--- src/rtl/fft_stream_sequencer_if.sv ---
// Core-side streams of the FFT sequencer: samples out, results in.
// master = sequencer, slave = butterfly core.
interface fft_stream_sequencer_if #(
  parameter int data_wordwidth = 32
) ();
  logic [data_wordwidth-1:0] core_data_o;
  logic                      core_valid_o;
  logic                      core_ready_i;
  logic [data_wordwidth-1:0] res_data_i;
  logic                      res_valid_i;
  logic                      res_ready_o;

  modport master (
    output core_data_o,
    output core_valid_o,
    input  core_ready_i,
    input  res_data_i,
    input  res_valid_i,
    output res_ready_o
  );

  modport slave (
    input  core_data_o,
    input  core_valid_o,
    output core_ready_i,
    output res_data_i,
    output res_valid_i,
    input  res_ready_o
  );
endinterface

--- src/rtl/fft_stream_sequencer.sv ---
// Feeds samples to the FFT core via a FWFT FIFO and writes results to RAM.
// Define FFT_SEQ_BITREV_EN to store results at bit-reversed addresses.
module fft_stream_sequencer #(
  parameter int N              = 1024,
  parameter int Log2N          = 10,
  parameter int data_wordwidth = 32,
  parameter int fifo_depth     = 4
) (
  input  logic                      clk,
  input  logic                      rst_n,
  input  logic [data_wordwidth-1:0] sample_in,
  input  logic                      sample_en,
  input  logic                      clear_in,
  fft_stream_sequencer_if.master    bus,
  output logic [data_wordwidth-1:0] ram_dat_o,
  output logic [Log2N-1:0]          ram_adr_o,
  output logic                      ram_we_o,
  output logic                      fft_finish_o,
  output logic                      busy_o,
  output logic                      overrun_o
);

  localparam int AW = $clog2(fifo_depth);
  localparam int CW = Log2N + 1;
  localparam logic [CW-1:0] NFULL = CW'(N);
  localparam logic [CW-1:0] LAST  = CW'(N - 1);

  typedef enum logic [1:0] {
    IDLE,
    LOAD,
    UNLOAD,
    DONE
  } state_t;

  state_t state_q, state_d;

  logic [data_wordwidth-1:0] mem [fifo_depth];
  logic [AW:0]   wr_q, rd_q;
  logic [CW-1:0] in_cnt_q, out_cnt_q;

  logic accept, empty, full;
  logic push, pop, drop, start, beat;

  function automatic logic [Log2N-1:0] addr_of(
    input logic [Log2N-1:0] k
  );
    logic [Log2N-1:0] r;
`ifdef FFT_SEQ_BITREV_EN
    for (int i = 0; i < Log2N; i++)
      r[i] = k[Log2N-1-i];
`else
    r = k;
`endif
    return r;
  endfunction

  assign accept = sample_en & ~clear_in;
  assign empty  = (wr_q == rd_q);
  assign full   = (wr_q[AW] != rd_q[AW]) &&
                  (wr_q[AW-1:0] == rd_q[AW-1:0]);
  assign pop    = ~empty & bus.core_ready_i;

  assign bus.core_valid_o = ~empty;
  assign bus.core_data_o  = empty ? '0 : mem[rd_q[AW-1:0]];
  assign bus.res_ready_o  = (state_q == UNLOAD);
  assign busy_o = (state_q == LOAD) || (state_q == UNLOAD);

  always_comb begin
    state_d = state_q;
    push    = 1'b0;
    drop    = 1'b0;
    start   = 1'b0;
    beat    = 1'b0;
    if (clear_in) begin
      state_d = IDLE;
    end else begin
      unique case (1'b1)
        (state_q == IDLE) || (state_q == DONE): begin
          if (accept) begin
            push    = 1'b1;
            start   = 1'b1;
            state_d = LOAD;
          end
        end
        (state_q == LOAD): begin
          // a full FIFO still takes the word if the core pops this cycle
          if (accept) begin
            if ((in_cnt_q < NFULL) && (!full || pop))
              push = 1'b1;
            else
              drop = 1'b1;
          end
          if ((in_cnt_q == NFULL) && empty)
            state_d = UNLOAD;
        end
        (state_q == UNLOAD): begin
          drop = accept;
          if (bus.res_valid_i) begin
            beat = 1'b1;
            if (out_cnt_q == LAST)
              state_d = DONE;
          end
        end
        default: state_d = IDLE;
      endcase
    end
  end

  always_ff @(posedge clk or negedge rst_n) begin
    if (!rst_n)
      state_q <= IDLE;
    else
      state_q <= state_d;
  end

  always_ff @(posedge clk) begin
    if (push)
      mem[wr_q[AW-1:0]] <= sample_in;
  end

  always_ff @(posedge clk or negedge rst_n) begin
    if (!rst_n) begin
      wr_q         <= '0;
      rd_q         <= '0;
      in_cnt_q     <= '0;
      out_cnt_q    <= '0;
      ram_we_o     <= 1'b0;
      ram_dat_o    <= '0;
      ram_adr_o    <= '0;
      fft_finish_o <= 1'b0;
      overrun_o    <= 1'b0;
    end else if (clear_in) begin
      wr_q         <= '0;
      rd_q         <= '0;
      in_cnt_q     <= '0;
      out_cnt_q    <= '0;
      ram_we_o     <= 1'b0;
      fft_finish_o <= 1'b0;
      overrun_o    <= 1'b0;
    end else begin
      if (push)
        wr_q <= wr_q + 1'b1;
      if (pop)
        rd_q <= rd_q + 1'b1;
      if (start)
        in_cnt_q <= CW'(1);
      else if (push)
        in_cnt_q <= in_cnt_q + 1'b1;
      if (start)
        out_cnt_q <= '0;
      else if (beat)
        out_cnt_q <= (out_cnt_q == LAST) ? '0
                                         : out_cnt_q + 1'b1;
      ram_we_o <= beat;
      if (beat) begin
        ram_dat_o <= bus.res_data_i;
        ram_adr_o <= addr_of(out_cnt_q[Log2N-1:0]);
      end
      if (drop)
        overrun_o <= 1'b1;
      if (start)
        fft_finish_o <= 1'b0;
      else if (state_q == DONE)
        fft_finish_o <= 1'b1;
    end
  end

endmodule

--- src/flat_wrapper.sv ---
// flat-port wrapper written by rule: the top's interface ports become plain ports
module fft_stream_sequencer_flat 
#(
  parameter int N              = 1024,
  parameter int Log2N          = 10,
  parameter int data_wordwidth = 32,
  parameter int fifo_depth     = 4
)
  (clk, rst_n, sample_in, sample_en, clear_in, ram_dat_o, ram_adr_o, ram_we_o, fft_finish_o, busy_o, overrun_o, bus_core_data_o, bus_core_valid_o, bus_core_ready_i, bus_res_data_i, bus_res_valid_i, bus_res_ready_o);
  fft_stream_sequencer_if #(.data_wordwidth(data_wordwidth)) bus_i ();
  input  logic clk;
  input  logic rst_n;
  input  logic [data_wordwidth-1:0] sample_in;
  input  logic sample_en;
  input  logic clear_in;
  output logic [data_wordwidth-1:0] ram_dat_o;
  output logic [Log2N-1:0] ram_adr_o;
  output logic ram_we_o;
  output logic fft_finish_o;
  output logic busy_o;
  output logic overrun_o;
  output wire logic [$bits(bus_i.core_data_o)-1:0] bus_core_data_o;
  output wire logic [$bits(bus_i.core_valid_o)-1:0] bus_core_valid_o;
  input wire logic [$bits(bus_i.core_ready_i)-1:0] bus_core_ready_i;
  input wire logic [$bits(bus_i.res_data_i)-1:0] bus_res_data_i;
  input wire logic [$bits(bus_i.res_valid_i)-1:0] bus_res_valid_i;
  output wire logic [$bits(bus_i.res_ready_o)-1:0] bus_res_ready_o;
  assign bus_core_data_o = bus_i.core_data_o;
  assign bus_core_valid_o = bus_i.core_valid_o;
  assign bus_i.core_ready_i = bus_core_ready_i;
  assign bus_i.res_data_i = bus_res_data_i;
  assign bus_i.res_valid_i = bus_res_valid_i;
  assign bus_res_ready_o = bus_i.res_ready_o;
  fft_stream_sequencer #(.N(N), .Log2N(Log2N), .data_wordwidth(data_wordwidth), .fifo_depth(fifo_depth)) u_core (.clk(clk), .rst_n(rst_n), .sample_in(sample_in), .sample_en(sample_en), .clear_in(clear_in), .bus(bus_i), .ram_dat_o(ram_dat_o), .ram_adr_o(ram_adr_o), .ram_we_o(ram_we_o), .fft_finish_o(fft_finish_o), .busy_o(busy_o), .overrun_o(overrun_o));
endmodule
--- config.mk ---
export PLATFORM = sky130hd
export DESIGN_NAME = fft_stream_sequencer_flat
export DESIGN_NICKNAME = d
export VERILOG_FILES = /design/src/rtl/fft_stream_sequencer_if.sv /design/src/rtl/fft_stream_sequencer.sv /design/src/flat_wrapper.sv
export SDC_FILE = /design/constraint.sdc
export NUM_CORES = 1
export LEC_CHECK = 0
export CORE_ASPECT_RATIO = 1.75
export CORE_MARGIN = 1.5
export CORE_UTILIZATION = 40
export DETAILED_ROUTE_END_ITERATION = 10
export HOLD_SLACK_MARGIN = 0.06
export PLACE_DENSITY = 0.66
export SKIP_CTS_REPAIR_TIMING = 1
export SYNTH_ARGS = -nofsm -noshare
export SYNTH_HDL_FRONTEND = slang
export SYNTH_SLANG_ARGS = --single-unit
--- constraint.sdc ---
create_clock -name clk -period 6.5 [get_ports clk]
set_input_delay 1.3 -clock clk [delete_from_list [all_inputs] [get_ports clk]]
set_output_delay 1.3 -clock clk [all_outputs]
set_load 0.01 [all_outputs]
==> flow_results.xml, run 1 <==
<?xml version="1.0" encoding="UTF-8"?>
<metrics>
  <group name="power_and_ir_drop">
    <metric name="power_per_cell_area" unit="mW/mm^2">389.4</metric>
    <metric name="net-switching-power" unit="mW">1.152</metric>
    <metric name="cell_internal_pwr" unit="mW">2.959</metric>
    <metric name="p_total" unit="mW">4.111</metric>
    <metric name="power.share.clock" unit="%">26.9</metric>
    <metric name="comb_power_share" unit="%">31.8</metric>
    <metric name="leakage" unit="nW">3.947</metric>
    <metric name="sw_share" unit="%">28.02</metric>
    <metric name="vdd.ir_drop.worst" unit="V">0.0002816</metric>
    <metric name="seq_power_share" unit="%">41.3</metric>
  </group>
  <group name="critical_path">
    <metric name="crit_required" unit="ns">5.20</metric>
    <metric name="critical_path_class" unit="">reg -&gt; out</metric>
    <metric name="critical_path_arrival" unit="ns">2.85</metric>
    <metric name="path_max_fanout" unit="">36</metric>
    <metric name="worstSetupStartpointType" unit="">flip-flop</metric>
    <metric name="worst_setup_ep_type" unit="">primary output</metric>
  </group>
  <group name="yosys">
    <metric name="synth.avg_cell_area" unit="um^2">14.69</metric>
    <metric name="synth.top_cells.by_area" unit="">sky130_fd_sc_hd__edfxtp_1, sky130_fd_sc_hd__dfrtp_1, sky130_fd_sc_hd__mux4_2, sky130_fd_sc_hd__nand2_1, sky130_fd_sc_hd__and2_1</metric>
    <metric name="synth_sequential_area_ratio" unit="%">69.68</metric>
    <metric name="netlist_area" unit="mm^2">0.008209</metric>
    <metric name="synth-warning-count" unit="">0</metric>
    <metric name="synth_top_area_share" unit="%">46.82</metric>
    <metric name="postSynthNetCount" unit="">640</metric>
    <metric name="synth_edf_count" unit="">128</metric>
    <metric name="synth_cell_types" unit="">37</metric>
    <metric name="synthFlopType" unit="">sky130_fd_sc_hd__edfxtp_1</metric>
    <metric name="postSynthCellCount" unit="">559</metric>
    <metric name="synth.ff_latch_count" unit="">203</metric>
    <metric name="synth-async-reset-ratio" unit="%">36.95</metric>
    <metric name="synth_largest_area_cell" unit="">sky130_fd_sc_hd__edfxtp_1</metric>
  </group>
  <group name="drt">
    <metric name="drc" unit="">0</metric>
    <metric name="avgViaCountPerCell" unit="">5.090</metric>
    <metric name="totalWireLength" unit="um">16660</metric>
    <metric name="antenna_violating_nets_post_route" unit="">0</metric>
    <metric name="wl_per_cell" unit="um">17.17</metric>
    <metric name="num_vias" unit="">4937</metric>
    <metric name="drt_iter0_markers" unit="">285</metric>
    <metric name="firstDrtPassIters" unit="">6</metric>
  </group>
  <group name="cts">
    <metric name="cts_tree" unit="">built</metric>
    <metric name="clk_latency" unit="ns">0.48</metric>
    <metric name="cts_htree_levels" unit="">1</metric>
    <metric name="tritoncts.num_buffers" unit="">19</metric>
    <metric name="ctsLongestPathBuffers" unit="">3</metric>
    <metric name="clock-sinks" unit="">203</metric>
    <metric name="root_buffer_cell" unit="">sky130_fd_sc_hd__clkbuf_16</metric>
    <metric name="clkSlewWorstSetupHoldPaths" unit="ns">0.07</metric>
  </group>
  <group name="final_layout">
    <metric name="filler_cell_count" unit="">1719</metric>
    <metric name="syn2layout_area_growth" unit="%">28.61</metric>
    <metric name="layout.core_utilization" unit="%">52.26</metric>
    <metric name="final-instance-count-excl-fill" unit="">970</metric>
    <metric name="n_antenna_cell" unit="">0</metric>
    <metric name="post-route-cell-area" unit="mm^2">0.01056</metric>
    <metric name="drive_gt1_share" unit="%">10.66</metric>
    <metric name="final_net_count" unit="">790</metric>
  </group>
  <group name="timing">
    <metric name="report.final.setup_viol" unit="">0</metric>
    <metric name="final.hold.worst_slack" unit="ns">0.4729</metric>
    <metric name="finClkSkew" unit="ns">0.01935</metric>
    <metric name="report.final.hold_viol_count" unit="">0</metric>
    <metric name="max-slew-margin-rel" unit="%">25.93</metric>
    <metric name="worst_slack_setup_final" unit="ns">2.347</metric>
    <metric name="post-route-min-period" unit="ns">4.153</metric>
    <metric name="timing.fmax" unit="MHz">240.8</metric>
    <metric name="setup-tns-final" unit="ns">0</metric>
    <metric name="post-route-period-util" unit="%">63.89</metric>
    <metric name="worst-slew-pin-transition" unit="ns">1.111</metric>
    <metric name="final-max-slew-violation-count" unit="">0</metric>
    <metric name="setup_repair_after_global_routing_missed_its_margin" unit="">no</metric>
  </group>
  <group name="placement">
    <metric name="preCtsSetupSlack" unit="ns">1.861</metric>
    <metric name="placed_area" unit="mm^2">0.009937</metric>
    <metric name="place_hpwl" unit="um">10970</metric>
    <metric name="place.port_buffers" unit="">149</metric>
    <metric name="place.gp.congestion" unit="">0.7723</metric>
    <metric name="placedCellCount" unit="">936</metric>
  </group>
  <group name="floorplan">
    <metric name="die_height" unit="um">192.5</metric>
    <metric name="floorplan.die_area" unit="mm^2">0.02142</metric>
    <metric name="initial_utilization" unit="%">40.64</metric>
    <metric name="rows" unit="">69</metric>
    <metric name="die-width" unit="um">111.3</metric>
    <metric name="ios" unit="">150</metric>
    <metric name="core_region" unit="mm^2">0.02020</metric>
  </group>
  <group name="outcome">
    <metric name="outcome" unit="">finished, final reports clean</metric>
  </group>
  <group name="global_routing">
    <metric name="grt.total_usage" unit="%">15.83</metric>
    <metric name="grt_pass1_wl" unit="um">27560</metric>
    <metric name="grt_pass1_vias" unit="">5406</metric>
    <metric name="grt_start_max_net_pins" unit="">76</metric>
    <metric name="overflow" unit="">0</metric>
    <metric name="antenna_found_initial" unit="">0</metric>
  </group>
  <group name="hold_path">
    <metric name="path_type_of_the_worst_min_delay_path" unit="">reg -&gt; reg</metric>
  </group>
  <group name="run">
    <metric name="cap_violations" unit="">0</metric>
  </group>
</metrics>
synth_stat cells, types with 2 or more instances:
| master | count |
|---|---|
| sky130_fd_sc_hd__a21oi_1 | 13 |
| sky130_fd_sc_hd__and2_1 | 37 |
| sky130_fd_sc_hd__buf_1 | 6 |
| sky130_fd_sc_hd__buf_2 | 6 |
| sky130_fd_sc_hd__clkbuf_1 | 11 |
| sky130_fd_sc_hd__dfrtp_1 | 75 |
| sky130_fd_sc_hd__edfxtp_1 | 128 |
| sky130_fd_sc_hd__ha_1 | 11 |
| sky130_fd_sc_hd__inv_1 | 14 |
| sky130_fd_sc_hd__mux2_2 | 9 |
| sky130_fd_sc_hd__mux2i_1 | 4 |
| sky130_fd_sc_hd__mux4_2 | 32 |
| sky130_fd_sc_hd__nand2_1 | 119 |
| sky130_fd_sc_hd__nand2b_1 | 4 |
| sky130_fd_sc_hd__nand3_1 | 5 |
| sky130_fd_sc_hd__nand3b_1 | 2 |
| sky130_fd_sc_hd__nand4_1 | 5 |
| sky130_fd_sc_hd__nor2_1 | 17 |
| sky130_fd_sc_hd__nor3_1 | 5 |
| sky130_fd_sc_hd__nor4_1 | 4 |
| sky130_fd_sc_hd__o211ai_1 | 2 |
| sky130_fd_sc_hd__o21a_1 | 4 |
| sky130_fd_sc_hd__o21ai_0 | 11 |
| sky130_fd_sc_hd__o31ai_1 | 5 |
| sky130_fd_sc_hd__or3_1 | 6 |
| sky130_fd_sc_hd__or4_1 | 2 |
| sky130_fd_sc_hd__xnor2_1 | 5 |
| sky130_fd_sc_hd__xor2_1 | 8 |
power groups by stage:
stage               clock network [mW]  logic [mW]  registers [mW]
finish                            1.10        1.31            1.70
global route                      1.19        1.43            1.72
CTS                               1.14        1.34            1.70
detailed placement                   0        1.33            1.72
global placement                     0        1.31            1.71
floorplan                            0       0.605            1.75
layout make-up:
cell class              instances  area [um^2]  share of cell area [%]
inverters                      14        52.55                  0.4977
repair buffers                153         1516                   14.36
well taps                     248        310.3                   2.939
clock buffers                  23        490.5                   4.646
flip-flops and latches        203         5722                   54.20
multi-input cells             318         2336                   22.13
clock inverters                11        130.1                   1.233
state kept, by name (all words and copies together), names as in the netlist:
name                 flops
u_core.mem             128
u_core.ram_dat_o        32
u_core.in_cnt_q         11
u_core.out_cnt_q        11
u_core.ram_adr_o        10
u_core.rd_q              3
u_core.wr_q              3
u_core.state_q           2
u_core.fft_finish_o      1
u_core.overrun_o         1
u_core.ram_we_o          1
path summary, 6_finish.rpt:
check	startpoint	to	slack, ns	depth (start not counted)
worst max-delay path	u_core.wr_q[0]	bus_core_data_o[27]	2.35	4
worst min-delay path	u_core.ram_dat_o[0]	u_core.ram_dat_o[0]	0.47	2
worst max register to register	u_core.state_q[0]	u_core.mem[0][23]	3.24	6
worst min register to register	u_core.ram_dat_o[0]	u_core.ram_dat_o[0]	0.47	2
max in group asynchronous	rst_n	u_core.rd_q[0]	4.81	2
min in group asynchronous	rst_n	u_core.in_cnt_q[10]	1.05	2
layer usage:
metal  GRT usage [%]  vias to the layer above  part of all wire (%)
met5               0                        -                     0
met4           3.846                        0                   1.8
met3           3.172                       24                   6.2
met2           29.83                      163                    53
met1           18.44                     2442                    39
li1                -                     2308                     -
worst max-delay path, stage by stage, from the launching register on:
cell and delay, ns:
sky130_fd_sc_hd__dfrtp_1 0.43, sky130_fd_sc_hd__xor2_1 0.23, sky130_fd_sc_hd__or3_1 0.89, sky130_fd_sc_hd__and2_1 0.27, sky130_fd_sc_hd__clkdlybuf4s50_1 0.54
cell families (layout without fill, tap and decap cells):
logic type	Yosys count	after routing	share of synthesized area [%]
buffers and inverters	38	201	1.920
AO/OA/AOI/OAI	39	39	2.881
AND/OR/NAND/NOR	210	210	11.95
XOR/XNOR	13	13	1.387
adder cells (fa/ha/maj)	11	11	1.677
flip-flops	203	203	69.68
multiplexers	45	45	10.50
cells in the final DEF (no fill, tap or decap), drive strengths merged, types with 6 or more instances in the layout:
cell type | synthesis | routed
clkinv | 0 | 6
or3 | 6 | 6
and2 | 37 | 37
nand2 | 119 | 119
clkbuf | 11 | 23
mux4 | 32 | 32
edfxtp | 128 | 128
dfrtp | 75 | 75
xor2 | 8 | 8
ha | 11 | 11
o21ai | 11 | 11
inv | 14 | 15
nor2 | 17 | 17
clkdlybuf4s50 | 0 | 148
mux2 | 9 | 9
a21oi | 13 | 13
Note: power is estimated with default switching activity, not from simulation.
==> run 2, diff against run 1 <==
Clock period 6.5 ns to 4 ns, I/O delays scaled along.
==> run 2 against run 1 <==
Die area did not move. Flip-flop and latch count did not move. Final cell count rose by 0.52%. Critical endpoint is now bus_core_data_o[24].
==> flow_results.xml, run 2 (same netlist as run 1, synthesis figures left out) <==
<?xml version="1.0" encoding="UTF-8"?>
<metrics>
  <group name="drt">
    <metric name="firstDrtPassIters" unit="">5</metric>
    <metric name="num_vias" unit="">4988</metric>
    <metric name="drc" unit="">0</metric>
    <metric name="avgViaCountPerCell" unit="">5.116</metric>
    <metric name="wl_per_cell" unit="um">17.18</metric>
    <metric name="drt_iter0_markers" unit="">320</metric>
    <metric name="antenna_violating_nets_post_route" unit="">0</metric>
    <metric name="totalWireLength" unit="um">16750</metric>
  </group>
  <group name="power_and_ir_drop">
    <metric name="p_total" unit="mW">6.501</metric>
    <metric name="comb_power_share" unit="%">33.0</metric>
    <metric name="leakage" unit="nW">3.950</metric>
    <metric name="seq_power_share" unit="%">42.3</metric>
    <metric name="cell_internal_pwr" unit="mW">4.637</metric>
    <metric name="power_per_cell_area" unit="mW/mm^2">614.8</metric>
    <metric name="power.share.clock" unit="%">24.7</metric>
    <metric name="net-switching-power" unit="mW">1.864</metric>
    <metric name="vdd.ir_drop.worst" unit="V">0.0004163</metric>
    <metric name="sw_share" unit="%">28.68</metric>
  </group>
  <group name="cts">
    <metric name="clock-sinks" unit="">203</metric>
    <metric name="root_buffer_cell" unit="">sky130_fd_sc_hd__clkbuf_16</metric>
    <metric name="clkSlewWorstSetupHoldPaths" unit="ns">0.07</metric>
    <metric name="cts_htree_levels" unit="">1</metric>
    <metric name="cts_tree" unit="">built</metric>
    <metric name="tritoncts.num_buffers" unit="">19</metric>
    <metric name="clk_latency" unit="ns">0.47</metric>
    <metric name="ctsLongestPathBuffers" unit="">3</metric>
  </group>
  <group name="timing">
    <metric name="post-route-period-util" unit="%">88.25</metric>
    <metric name="post-route-min-period" unit="ns">3.530</metric>
    <metric name="finClkSkew" unit="ns">0.009434</metric>
    <metric name="final.hold.worst_slack" unit="ns">0.2533</metric>
    <metric name="report.final.setup_viol" unit="">0</metric>
    <metric name="worst-slew-pin-transition" unit="ns">1.005</metric>
    <metric name="setup_repair_after_global_routing_missed_its_margin" unit="">no</metric>
    <metric name="setup-tns-final" unit="ns">0</metric>
    <metric name="final-max-slew-violation-count" unit="">0</metric>
    <metric name="max-slew-margin-rel" unit="%">33.00</metric>
    <metric name="timing.fmax" unit="MHz">283.3</metric>
    <metric name="report.final.hold_viol_count" unit="">0</metric>
    <metric name="worst_slack_setup_final" unit="ns">0.4700</metric>
  </group>
  <group name="global_routing">
    <metric name="overflow" unit="">0</metric>
    <metric name="grt.total_usage" unit="%">15.90</metric>
    <metric name="grt_start_max_net_pins" unit="">58</metric>
    <metric name="antenna_found_initial" unit="">0</metric>
    <metric name="grt_pass1_wl" unit="um">27470</metric>
    <metric name="grt_pass1_vias" unit="">5349</metric>
  </group>
  <group name="final_layout">
    <metric name="n_antenna_cell" unit="">0</metric>
    <metric name="number_of_flip_flops_in_the_largest_register" unit="">128</metric>
    <metric name="syn2layout_area_growth" unit="%">28.81</metric>
    <metric name="drive_gt1_share" unit="%">11.42</metric>
    <metric name="most_common_cell_after_layout_fill_and_taps_aside" unit="">sky130_fd_sc_hd__clkdlybuf4s50_1</metric>
    <metric name="final-instance-count-excl-fill" unit="">975</metric>
    <metric name="final_cell_mix" unit="">sky130_fd_sc_hd__clkdlybuf4s50_1, sky130_fd_sc_hd__edfxtp_1, sky130_fd_sc_hd__nand2_1, sky130_fd_sc_hd__dfrtp_1, sky130_fd_sc_hd__and2_1</metric>
    <metric name="final_net_count" unit="">796</metric>
    <metric name="layout.core_utilization" unit="%">52.34</metric>
    <metric name="post-route-cell-area" unit="mm^2">0.01057</metric>
  </group>
  <group name="critical_path">
    <metric name="critical-path-slowest-cell" unit="">sky130_fd_sc_hd__or3_1</metric>
    <metric name="crit_buf_inv" unit="">1</metric>
    <metric name="ff2ff_setup_slack" unit="ns">1.54</metric>
    <metric name="critical_path.reg2reg.endpoint" unit="">u_core.mem[1][9]</metric>
    <metric name="crit_path_cell_trace" unit="">xor2_1 -&gt; or3_1 -&gt; and2_1 -&gt; clkdlybuf4s50_1</metric>
    <metric name="worst_setup_ep_type" unit="">primary output</metric>
    <metric name="worstSetupStartpointType" unit="">flip-flop</metric>
    <metric name="crit_required" unit="ns">3.20</metric>
    <metric name="cpLargestDelayFamily" unit="">simple AND/OR/NAND/NOR gates</metric>
    <metric name="critPathMaxStageDelay" unit="ns">0.80</metric>
    <metric name="path_max_fanout" unit="">36</metric>
    <metric name="critical_path_arrival" unit="ns">2.73</metric>
    <metric name="reg2reg_from" unit="">u_core.state_q[0]</metric>
    <metric name="worstRegToRegCells" unit="">8</metric>
    <metric name="critical_path_class" unit="">reg -&gt; out</metric>
  </group>
  <group name="hold_path">
    <metric name="path_type_of_the_worst_min_delay_path" unit="">in -&gt; async</metric>
  </group>
  <group name="floorplan">
    <metric name="core_region" unit="mm^2">0.02020</metric>
    <metric name="rows" unit="">69</metric>
    <metric name="ios" unit="">150</metric>
    <metric name="floorplan.die_area" unit="mm^2">0.02142</metric>
    <metric name="die-width" unit="um">111.3</metric>
    <metric name="die_height" unit="um">192.5</metric>
    <metric name="initial_utilization" unit="%">40.64</metric>
  </group>
  <group name="placement">
    <metric name="place.port_buffers" unit="">149</metric>
    <metric name="placedCellCount" unit="">942</metric>
    <metric name="placed_area" unit="mm^2">0.01003</metric>
    <metric name="place.gp.congestion" unit="">0.7405</metric>
    <metric name="place_hpwl" unit="um">11200</metric>
    <metric name="preCtsSetupSlack" unit="ns">0.8574</metric>
  </group>
  <group name="run">
    <metric name="cap_violations" unit="">0</metric>
  </group>
  <group name="outcome">
    <metric name="outcome" unit="">finished, final reports clean</metric>
  </group>
</metrics>
## run 2: cell types whose count changed in the layout (fill, tap and decap cells not counted)
cell / before / now
sky130_fd_sc_hd__clkinvlp_2: 0 / 2
sky130_fd_sc_hd__buf_12: 0 / 4
sky130_fd_sc_hd__bufinv_16: 3 / 0
sky130_fd_sc_hd__clkinv_2: 1 / 2
sky130_fd_sc_hd__buf_4: 4 / 6
sky130_fd_sc_hd__clkbuf_1: 4 / 3
## run 2: final cells by class
| class | instances | area (um^2) |
|---|---|---|
| clock inverters | 11 | 55.05 |
| well taps | 248 | 310.3 |
| multi-input cells | 318 | 2336 |
| flip-flops and latches | 203 | 5722 |
| fillers | 1760 | 9628 |
| inverters | 14 | 52.55 |
| repair buffers | 159 | 1612 |
| clock buffers | 22 | 486.7 |
## run 2: how the worst max path moves through the flow
stage,from,to,depth (start not counted)
global placement,clear_in,u_core.mem[1][23],8
CTS,u_core.wr_q[0],bus_core_data_o[11],4
detailed placement,clear_in,u_core.mem[1][23],8
global route,u_core.wr_q[1],bus_core_data_o[28],4
finish,u_core.wr_q[1],bus_core_data_o[24],4
floorplan,clear_in,u_core.mem[0][0],5
## run 2: power by group through the flow
stage	registers (mW)	clock network, mW	logic [mW]
after floorplan	2.84	0	0.983
after global placement	2.77	0	2.14
after detailed placement	2.79	0	2.19
after CTS	2.75	1.66	2.19
after global routing	2.79	1.73	2.34
final	2.75	1.60	2.15
## run 2: per-layer routing
metal | vias to the layer above | GRT usage, % | wire, um
met5 | - | 0 | 0
met4 | 0 | 4.576 | 328
met3 | 29 | 3.455 | 1104
met2 | 187 | 30.16 | 8955
met1 | 2456 | 17.83 | 6359
li1 | 2316 | - | -
==> run 3, diff against run 2 <==
Settings changed: MAX_ROUTING_LAYER from default to met4.
==> run 3 against run 2 <==
Cell area stayed put. Clock skew is 0.0017 ns higher. Register-to-register slack hardly changed. Flip-flop and latch count stayed put. First-iteration DRC count is 0.63% lower. Fmax is 0.18% lower. Clock-buffer cell count stayed put. Global-route usage is 0.49 points higher. Non-clock buffer count stayed put. Power hardly changed.
==> flow_results.xml, run 3 (same netlist as run 1, synthesis figures left out) <==
<?xml version="1.0" encoding="UTF-8"?>
<metrics>
  <group name="critical_path">
    <metric name="ff2ff_setup_slack" unit="ns">1.54</metric>
    <metric name="path_max_fanout" unit="">36</metric>
    <metric name="cpLargestDelayFamily" unit="">simple AND/OR/NAND/NOR gates</metric>
    <metric name="crit_buf_inv" unit="">1</metric>
    <metric name="worst_setup_ep_type" unit="">primary output</metric>
    <metric name="critical-path-slowest-cell" unit="">sky130_fd_sc_hd__or3_1</metric>
    <metric name="worstSetupStartpointType" unit="">flip-flop</metric>
    <metric name="critical_path.reg2reg.endpoint" unit="">u_core.mem[1][9]</metric>
    <metric name="critPathMaxStageDelay" unit="ns">0.80</metric>
    <metric name="reg2reg_from" unit="">u_core.state_q[0]</metric>
    <metric name="crit_required" unit="ns">3.20</metric>
    <metric name="crit_path_cell_trace" unit="">xor2_1 -&gt; or3_1 -&gt; and2_1 -&gt; clkdlybuf4s50_1</metric>
    <metric name="critical_path_class" unit="">reg -&gt; out</metric>
    <metric name="critical_path_arrival" unit="ns">2.74</metric>
    <metric name="worstRegToRegCells" unit="">8</metric>
  </group>
  <group name="drt">
    <metric name="wl_per_cell" unit="um">17.22</metric>
    <metric name="num_vias" unit="">4986</metric>
    <metric name="antenna_violating_nets_post_route" unit="">0</metric>
    <metric name="drt_iter0_markers" unit="">318</metric>
    <metric name="firstDrtPassIters" unit="">4</metric>
    <metric name="totalWireLength" unit="um">16790</metric>
    <metric name="drc" unit="">0</metric>
    <metric name="avgViaCountPerCell" unit="">5.114</metric>
  </group>
  <group name="final_layout">
    <metric name="ff_latch_area" unit="mm^2">0.005722</metric>
    <metric name="number_of_flip_flops_in_the_largest_register" unit="">128</metric>
    <metric name="drive_gt1_share" unit="%">11.42</metric>
    <metric name="final_net_count" unit="">796</metric>
    <metric name="syn2layout_area_growth" unit="%">28.81</metric>
    <metric name="most_common_cell_after_layout_fill_and_taps_aside" unit="">sky130_fd_sc_hd__clkdlybuf4s50_1</metric>
    <metric name="multi_input_logic_area" unit="mm^2">0.002336</metric>
    <metric name="n_antenna_cell" unit="">0</metric>
    <metric name="final_cell_mix" unit="">sky130_fd_sc_hd__clkdlybuf4s50_1, sky130_fd_sc_hd__edfxtp_1, sky130_fd_sc_hd__nand2_1, sky130_fd_sc_hd__dfrtp_1, sky130_fd_sc_hd__and2_1</metric>
    <metric name="filler_cell_count" unit="">1760</metric>
  </group>
  <group name="cts">
    <metric name="clock-sinks" unit="">203</metric>
    <metric name="cts_tree" unit="">built</metric>
    <metric name="cts_htree_levels" unit="">1</metric>
    <metric name="tritoncts.num_buffers" unit="">19</metric>
    <metric name="ctsLongestPathBuffers" unit="">3</metric>
    <metric name="clkSlewWorstSetupHoldPaths" unit="ns">0.07</metric>
    <metric name="clk_latency" unit="ns">0.47</metric>
    <metric name="root_buffer_cell" unit="">sky130_fd_sc_hd__clkbuf_16</metric>
  </group>
  <group name="floorplan">
    <metric name="die-width" unit="um">111.3</metric>
    <metric name="rows" unit="">69</metric>
    <metric name="floorplan.die_area" unit="mm^2">0.02142</metric>
    <metric name="ios" unit="">150</metric>
    <metric name="die_height" unit="um">192.5</metric>
    <metric name="initial_utilization" unit="%">40.64</metric>
    <metric name="core_region" unit="mm^2">0.02020</metric>
  </group>
  <group name="timing">
    <metric name="report.final.setup_viol" unit="">0</metric>
    <metric name="worst-slew-pin-transition" unit="ns">1.008</metric>
    <metric name="finClkSkew" unit="ns">0.01114</metric>
    <metric name="post-route-min-period" unit="ns">3.536</metric>
    <metric name="max-slew-margin-rel" unit="%">32.81</metric>
    <metric name="setup_repair_after_global_routing_missed_its_margin" unit="">no</metric>
    <metric name="timing.fmax" unit="MHz">282.8</metric>
    <metric name="setup-tns-final" unit="ns">0</metric>
    <metric name="report.final.hold_viol_count" unit="">0</metric>
    <metric name="final-max-slew-violation-count" unit="">0</metric>
    <metric name="post-route-period-util" unit="%">88.41</metric>
  </group>
  <group name="power_and_ir_drop">
    <metric name="cell_internal_pwr" unit="mW">4.637</metric>
    <metric name="net-switching-power" unit="mW">1.866</metric>
    <metric name="comb_power_share" unit="%">33.0</metric>
    <metric name="power.share.clock" unit="%">24.7</metric>
    <metric name="p_total" unit="mW">6.503</metric>
    <metric name="seq_power_share" unit="%">42.3</metric>
    <metric name="vdd.ir_drop.worst" unit="V">0.0004177</metric>
    <metric name="power_per_cell_area" unit="mW/mm^2">615.0</metric>
    <metric name="leakage" unit="nW">3.950</metric>
    <metric name="sw_share" unit="%">28.70</metric>
  </group>
  <group name="global_routing">
    <metric name="grt_pass1_wl" unit="um">27430</metric>
    <metric name="overflow" unit="">0</metric>
    <metric name="grt.total_usage" unit="%">16.39</metric>
    <metric name="antenna_found_initial" unit="">0</metric>
    <metric name="grt_start_max_net_pins" unit="">58</metric>
    <metric name="grt_pass1_vias" unit="">5354</metric>
  </group>
  <group name="run">
    <metric name="cap_violations" unit="">0</metric>
  </group>
  <group name="hold_path">
    <metric name="path_type_of_the_worst_min_delay_path" unit="">in -&gt; async</metric>
  </group>
  <group name="placement">
    <metric name="place.port_buffers" unit="">149</metric>
    <metric name="place.gp.congestion" unit="">0.7498</metric>
    <metric name="place_hpwl" unit="um">11200</metric>
  </group>
  <group name="outcome">
    <metric name="outcome" unit="">finished, final reports clean</metric>
  </group>
</metrics>
[run 3: through the flow]
step                worst slack [ns]  util (%)  hold slack, ns  instance area [um^2]  cells
CTS                           0.3696     52.34          0.2529                 10570    975
global route                  0.2415     52.34          0.2688                 10570    975
finish                        0.4635     52.34          0.2530                 10570    975
floorplan                      1.169         -          0.4694                  8209    559
global placement              0.8823     49.66          0.4580                 10030    942
detailed placement            0.8574     49.66          0.4612                 10030    942
[run 3: worst max path at each step]
stage / startpoint / endpoint / slack [ns] / depth (start not counted)
after detailed placement: clear_in / u_core.mem[1][23] / 0.86 / 8
after floorplan: clear_in / u_core.mem[0][0] / 1.17 / 5
final: u_core.wr_q[1] / bus_core_data_o[24] / 0.46 / 4
after CTS: u_core.wr_q[0] / bus_core_data_o[11] / 0.37 / 4
after global placement: clear_in / u_core.mem[1][23] / 0.88 / 8
after global routing: u_core.wr_q[1] / bus_core_data_o[28] / 0.24 / 4
[run 3: area by class of cell]
class | count | area share [%]
Sequential cell | 203 | 54.11
Clock buffer | 22 | 4.603
Clock inverter | 11 | 0.5206
Timing Repair Buffer | 159 | 15.24
Multi-Input combinational cell | 318 | 22.09
Tap cell | 248 | 2.935
Inverter | 14 | 0.4970
[run 3: power groups by stage]
stage               Sequential [mW]  Combinational [mW]  Clock, mW
floorplan                      2.84               0.983          0
global placement               2.77                2.14          0
detailed placement             2.79                2.19          0
CTS                            2.75                2.19       1.66
global route                   2.79                2.34       1.73
finish                         2.75                2.15       1.60
[run 3: per-layer routing]
| metal | GRT usage (%) | vias up | share of wire [%] |
|---|---|---|---|
| met3 | 2.889 | 28 | 5.9 |
| met1 | 18.30 | 2460 | 39 |
| li1 | - | 2316 | - |
| met4 | 4.576 | 0 | 2.1 |
| met5 | - | - | 0 |
| met2 | 30.13 | 182 | 53 |
